File: config.mk
export PLATFORM = sky130hd
export DESIGN_NAME = serial_subtractor
export DESIGN_NICKNAME = d
export VERILOG_FILES = /design/src/rtl/serial_sub_pkg.sv /design/src/rtl/full_subtractor.sv /design/src/rtl/serial_subtractor.sv
export SDC_FILE = /design/constraint.sdc
export NUM_CORES = 1
export LEC_CHECK = 0
export BUFFER_PORTS_ARGS = -buffer_cell sky130_fd_sc_hd__clkbuf_2
export CAP_MARGIN = 5
export CORE_ASPECT_RATIO = 1.4
export CORE_MARGIN = 2
export CORE_UTILIZATION = 57
export CTS_CLUSTER_DIAMETER = 50
export DETAILED_ROUTE_END_ITERATION = 10
export PLACE_DENSITY = 0.94
export SLEW_MARGIN = 20
export SYNTH_ARGS = -nofsm -noshare
export SYNTH_HDL_FRONTEND = slang
export SYNTH_SLANG_ARGS = --single-unit
export TNS_END_PERCENT = 5
File: constraint.sdc
create_clock -name clk -period 3.92 [get_ports clk]
set_clock_uncertainty 0.05 [all_clocks]
set_input_delay 0.784 -clock clk [delete_from_list [all_inputs] [get_ports clk]]
set_output_delay 0.784 -clock clk [all_outputs]
set_load 0.005 [all_outputs]
File: src/rtl/serial_sub_pkg.sv
// ---------------------------------------------------------------------------
// serial_sub_pkg
// Shared types and constants for the bit-serial subtractor.
//   state_t   : control FSM states (IDLE, RUN, DONE), 2-bit encoding
//   WIDTH_MIN : smallest operand width the serial datapath supports
// ---------------------------------------------------------------------------
package serial_sub_pkg;

   typedef enum logic [1:0] {
      IDLE = 2'd0,
      RUN  = 2'd1,
      DONE = 2'd2
   } state_t;

   localparam int WIDTH_MIN = 2;

endpackage

File: src/rtl/full_subtractor.sv
// ---------------------------------------------------------------------------
// full_subtractor
// Combinational one-bit subtractor cell: d = x - y - bi.
// Ports:
//   x  : minuend bit
//   y  : subtrahend bit
//   bi : borrow in
//   d  : difference bit
//   bo : borrow out
// ---------------------------------------------------------------------------
module full_subtractor (
   input  logic x,
   input  logic y,
   input  logic bi,
   output logic d,
   output logic bo
);

   // A borrow is produced when y exceeds x outright, or when x == y and a
   // borrow is already pending from the lower bit.
   assign d  = x ^ y ^ bi;
   assign bo = (~x & y) | (~(x ^ y) & bi);

endmodule

File: src/rtl/serial_subtractor.sv
// ---------------------------------------------------------------------------
// serial_subtractor
// Bit-serial subtractor: diff = a - b - bin, one bit per clock, LSB first.
// A single full_subtractor cell plus a borrow flop replaces a ripple chain.
// Ports:
//   clk   : rising-edge clock
//   reset : asynchronous active-high reset
//   start : request, only honoured in IDLE
//   a, b  : minuend / subtrahend, captured on the accepted start edge
//   bin   : borrow in, captured on the accepted start edge
//   busy  : high in RUN and DONE
//   done  : one-cycle pulse marking a valid result
//   diff  : difference, held until the next accepted start
//   bout  : final borrow out (unsigned a < b + bin)
//   ovf   : signed two's-complement overflow
//   zero  : diff == 0 for a completed result
// ---------------------------------------------------------------------------
module serial_subtractor
   import serial_sub_pkg::*;
#(
   parameter  int WIDTH = 8,
   localparam int CNT_W = $clog2(WIDTH + 1)
) (
   input  logic             clk,
   input  logic             reset,
   input  logic             start,
   input  logic [WIDTH-1:0] a,
   input  logic [WIDTH-1:0] b,
   input  logic             bin,
   output logic             busy,
   output logic             done,
   output logic [WIDTH-1:0] diff,
   output logic             bout,
   output logic             ovf,
   output logic             zero
);

   localparam logic [CNT_W-1:0] LAST_BIT = CNT_W'(WIDTH - 1);

   state_t             state_q, state_d;
   logic [WIDTH-1:0]   aSh_q, aSh_d;
   logic [WIDTH-1:0]   bSh_q, bSh_d;
   logic [WIDTH-1:0]   diff_q, diff_d;
   logic [CNT_W-1:0]   cnt_q, cnt_d;
   logic               borrow_q, borrow_d;
   logic               bout_q, bout_d;
   logic               ovf_q, ovf_d;
   logic               valid_q, valid_d;
   logic               bitD;
   logic               bitBo;

   // The single arithmetic cell, fed from the LSBs of the shift registers.
   full_subtractor uCell (
      .x  (aSh_q[0]),
      .y  (bSh_q[0]),
      .bi (borrow_q),
      .d  (bitD),
      .bo (bitBo)
   );

   // State and datapath registers; reset discards any operation in flight.
   always_ff @(posedge clk or posedge reset) begin
      if (reset) begin
         state_q  <= IDLE;
         aSh_q    <= '0;
         bSh_q    <= '0;
         diff_q   <= '0;
         cnt_q    <= '0;
         borrow_q <= 1'b0;
         bout_q   <= 1'b0;
         ovf_q    <= 1'b0;
         valid_q  <= 1'b0;
      end else begin
         state_q  <= state_d;
         aSh_q    <= aSh_d;
         bSh_q    <= bSh_d;
         diff_q   <= diff_d;
         cnt_q    <= cnt_d;
         borrow_q <= borrow_d;
         bout_q   <= bout_d;
         ovf_q    <= ovf_d;
         valid_q  <= valid_d;
      end
   end

   // Next-state logic. IDLE captures operands on start, RUN consumes one bit
   // per edge shifting the result in from the top, and the final bit edge
   // latches borrow-out and overflow (borrow into MSB xor borrow out of MSB).
   always_comb begin
      state_d  = state_q;
      aSh_d    = aSh_q;
      bSh_d    = bSh_q;
      diff_d   = diff_q;
      cnt_d    = cnt_q;
      borrow_d = borrow_q;
      bout_d   = bout_q;
      ovf_d    = ovf_q;
      valid_d  = valid_q;
      case (state_q)
         IDLE: begin
            if (start) begin
               state_d  = RUN;
               aSh_d    = a;
               bSh_d    = b;
               borrow_d = bin;
               cnt_d    = '0;
               diff_d   = '0;
               bout_d   = 1'b0;
               ovf_d    = 1'b0;
               valid_d  = 1'b0;
            end
         end
         RUN: begin
            diff_d   = {bitD, diff_q[WIDTH-1:1]};
            aSh_d    = aSh_q >> 1;
            bSh_d    = bSh_q >> 1;
            borrow_d = bitBo;
            cnt_d    = cnt_q + CNT_W'(1);
            if (cnt_q == LAST_BIT) begin
               state_d = DONE;
               bout_d  = bitBo;
               ovf_d   = borrow_q ^ bitBo;
               valid_d = 1'b1;
            end
         end
         DONE: begin
            state_d = IDLE;
         end
         default: begin
            state_d = IDLE;
         end
      endcase
   end

   // zero is qualified by valid_q so a cleared or partially built diff never
   // reads as a zero result (including straight out of reset).
   assign busy = (state_q != IDLE);
   assign done = (state_q == DONE);
   assign diff = diff_q;
   assign bout = bout_q;
   assign ovf  = ovf_q;
   assign zero = valid_q && (diff_q == '0);

endmodule

Word level (Yosys, flattened, before mapping)
Cells that the tools add are included.
Storage, ports and cells
  register bits: 34
  output and inout bits: 13
  logic and storage cells: 51
Cells by class
  add/subtract/negate cells: 1
  eq/ne operators: 5
  mux-type cells: 20
  bitwise gates (word level): 8
  reduce and logical (&&, ||, !) cells: 8
Operators with widths (number)
  case mux 8 bit (2 select lines): 3
  2-to-1 mux 8 bit: 3
  logical NOT 8 bit: 1
  case mux 1 bit (2 select lines): 4
  case mux 4 bit (2 select lines): 1
  2-to-1 mux 1 bit: 5
  adder 4 x 1 -> 4 bit, second input constant: 1
  == test 4 x 3 -> 1 bit, second input constant: 1
  2-to-1 mux 2 bit: 2
  2-to-1 mux 4 bit: 1
  inequality test 2 bit, second input constant: 2
  case mux 2 bit (2 select lines): 1
  AND reduction 2 bit: 2
  nonzero test 2 bit: 2
  AND reduction 3 bit: 1
  XOR 1 bit: 3
  AND 1 bit: 2
  == test 2 x 1 -> 1 bit, second input constant: 1
  == test 2 bit, second input constant: 1
  logical NOT 2 bit: 1
  NOT 1 bit: 2
  logical AND 1 bit: 1
  OR 1 bit: 1

Depth between registers and ports, before layout
  word-level depth: 7
  depth in mapped cells: 6

Hierarchy
From an unflattened synthesis, not the netlist that was laid out.
Second synthesis, totals
  cell total of the unflattened synthesis: 135
  area total of the unflattened synthesis: 1545.2 um2
By module, submodules not included
  serial_subtractor: instances 1, cells an instance 131, area each 1514.0 um2, seq. area each 850.8 um2
  full_subtractor: instances 1, cells an instance 4, area each 31.3 um2, seq. area each 0.0 um2

Least setup slack after synthesis
No wires, ideal clock.
  path kind: register to output
  start: register diff_q[3] (netlist: diff[3])
  end: output port zero
  arrival time: 967 ps
  required time: 3086 ps
  setup slack: 2119 ps
  cell stages (with the launch flop): 4
  buffers on the path: 0
  cells stage by stage: dfrtp_1 > nor4_1 > nand3b_1 > nor4_1
Between the ends
  longest elaborated chain between the ends: 2
Ends and longest elaborated chain
  start, declared: RTL line serial_subtractor.sv:43  | logic [WIDTH-1:0] diff_q, diff_d;
  start signal, assigned: RTL line serial_subtractor.sv:77  | diff_q <= diff_d;
  logical NOT 8 bit: RTL line serial_subtractor.sv:142  | assign zero = valid_q && (diff_q == '0);
  logical AND 1 bit: RTL line serial_subtractor.sv:142
  end, declared: RTL line serial_subtractor.sv:35  | output logic zero
No other way between the ends.

Worst setup path after layout
Same ends and word-level chain as after synthesis.

==> results.toml <==
[layout]
design_area_um2 = 1780
final_cell_mix = "34 x dfrtp_1, 32 x clkbuf_2, 20 x o21ai_1"
diodes = 0
drive_above_1_share = 0.262
final_util = 0.675
fillCellCount = 215
final_common_cell = "dfrtp_1"
fin_nets = 193
area_growth_pct = 12.7
instances_no_fill = 208

[grt]
grt_pass1_vias = 1123
overflow = 0
grt_pass1_wl_um = 5030
grt_antenna_before_repair = 0
grt_max_degree = 41
grt_usage = 0.213

[timing]
setup_viol = 0
worstMarginPinSlew_ns = 0.525
relSlewSlack = 0.649
fmax_mhz = 426
final-hold-violation-count = 0
holdWs_ns = 0.442
fin_tns_setup_ns = 0
finalCritPeriodShare = 0.599
finalCriticalPeriod_ns = 2.35
slew_violations = 0
timing.final.ws_setup_ns = 1.57
rsz0062_at_grt = "no"

[die]
die_y_um = 66.4
die_area_um2 = 3220
boundaryPins = 33
dieWidth_um = 48.5
start_util = 0.599
fp-row-count = 22
fp.coreArea_um2 = 2640

[synth]
yosysWarnings = 0
syn_avg_cell_area_um2 = 11.4
netlist_area_um2 = 1580
synthArstFlopShare = 1.00
synth_top_area_frac = 0.538
synth_cell_types = 31
seq_area_frac_synth = 0.538
synth_top_area_cell = "dfrtp_1"
synth_area_leaders = "dfrtp_1 54%, mux2i_1 9.5%, o21ai_1 6.3%, a22o_1 5.5%, nand2_1 4.5%"
ys.flop_type = "dfrtp_1"
syn_inst = 139
syn_nets = 161
synth.ff_latch_count = 34
synth-edff-count = 0

[clock_tree]
clock_latency_ns = 0.35
numCtsBuffers = 5
cts_buffer_depth = 2
clkTransAtPathRegs_ns = 0.10
cts.sinks = 34
postCtsHoldBufs = 0
cts_tree = "done"
post_cts_resized = 0
post-cts-setup-buffer-count = 0
cts_root_buf = "clkbuf_4"
htreeDepth = 2

[place]
hpwl_um = 2050
dp_slack_ns = 1.95
placed_cells = 200
place.gp.congestion = 0.725
post_dp_cell_area_um2 = 1720
portBuffers = 32

[detailed_routing]
drc_errors = 0
wl_per_cell_um = 14.0
vias = 1159
first_iter_violations = 15
drtAntennaViolNets = 0
firstDrtPassIters = 4
vias_per_cell = 5.57
routed_wl_um = 2920

[flow_run]
maxCapViolCount = 0

[worst_hold_path]
hp-class = "primary input to async pin"

[worst_setup_path]
critPathCaptureType = "primary output"
critPathKind = "flop to primary output"
critPathMaxFanout = 4
rr_worst_depth = 3
worst_setup_path_start_kind = "flop"
critical_path_required_ns = 3.09
critPathArrivalTime_ns = 1.52

[pwr]
p_leak_nw = 0.896
ir_drop_mv = 0.454
power_per_cell_area_nw_per_um2 = 743
total_power_mw = 1.33

[outcome]
run_status = "finished clean"
state kept, by name (all words and copies together), names as in the netlist:
name,cells
aSh_q,8
bSh_q,8
borrow_q,1
bout,1
cnt_q,4
diff,8
ovf,1
state_q,2
valid_q,1
per-layer routing:
| layer | routed length, um | global-route usage |
|---|---|---|
| met4 | 63 | 0.0964 |
| met1 | 1260 | 0.244 |
| met5 | 0 | 0 |
| met2 | 1440 | 0.363 |
| met3 | 160 | 0.0701 |
power by group:
part	internal (mW)	leakage [nW]	switching, mW
registers	0.497	0.429	0.130
logic	0.253	0.432	0.240
clock network	0.0868	0.0353	0.119
total	0.836	0.896	0.489
critical path: stages (launching register included):
cell	delay, ns
dfrtp_1	0.43
nor4_1	0.29
nand3b_1	0.12
nor4_1	0.17
clkbuf_2	0.15
logic make-up (layout without fill, tap and decap cells):
| logic type | Yosys count | count (layout) | synth area share |
|---|---|---|---|
| XOR/XNOR | 1 | 1 | 0.00553 |
| AND/OR/NAND/NOR | 35 | 35 | 0.116 |
| buffers and inverters | 11 | 44 | 0.0569 |
| multiplexers | 15 | 15 | 0.0949 |
| adder cells (fa/ha/maj) | 2 | 2 | 0.0206 |
| flip-flops | 34 | 34 | 0.538 |
| AO/OA/AOI/OAI | 41 | 41 | 0.168 |
path summary, 6_finish.rpt:
kind,slack [ns],start,endpoint
setup / recovery,1.57,diff[3],zero
hold / removal,0.44,reset,diff[4]
setup reg to reg,2.24,state_q[0],bout
hold reg to reg,0.44,cnt_q[3],cnt_q[3]
max in group asynchronous,3.07,reset,state_q[1]
min in group clk,0.44,cnt_q[3],cnt_q[3]
Yosys cell counts, types with 2 or more instances:
master / instances
dfrtp_1: 34
o21ai_1: 20
nand2_1: 19
mux2i_1: 15
a22o_1: 10
nor2b_1: 6
a21oi_1: 4
buf_2: 4
buf_12: 2
inv_1: 2
nand2b_1: 2
nor4_1: 2
area by class of cell:
type / count / area [um^2] / share of cell area
sequential: 34 / 851 / 0.477
multi-input combinational: 94 / 646 / 0.362
timing repair buffer: 34 / 175 / 0.0982
clock buffer: 7 / 55.1 / 0.0309
tap: 36 / 45.0 / 0.0252
inverter: 2 / 7.51 / 0.00421
clock inverter: 1 / 5.00 / 0.00281
(Power assumes the default switching activity.)
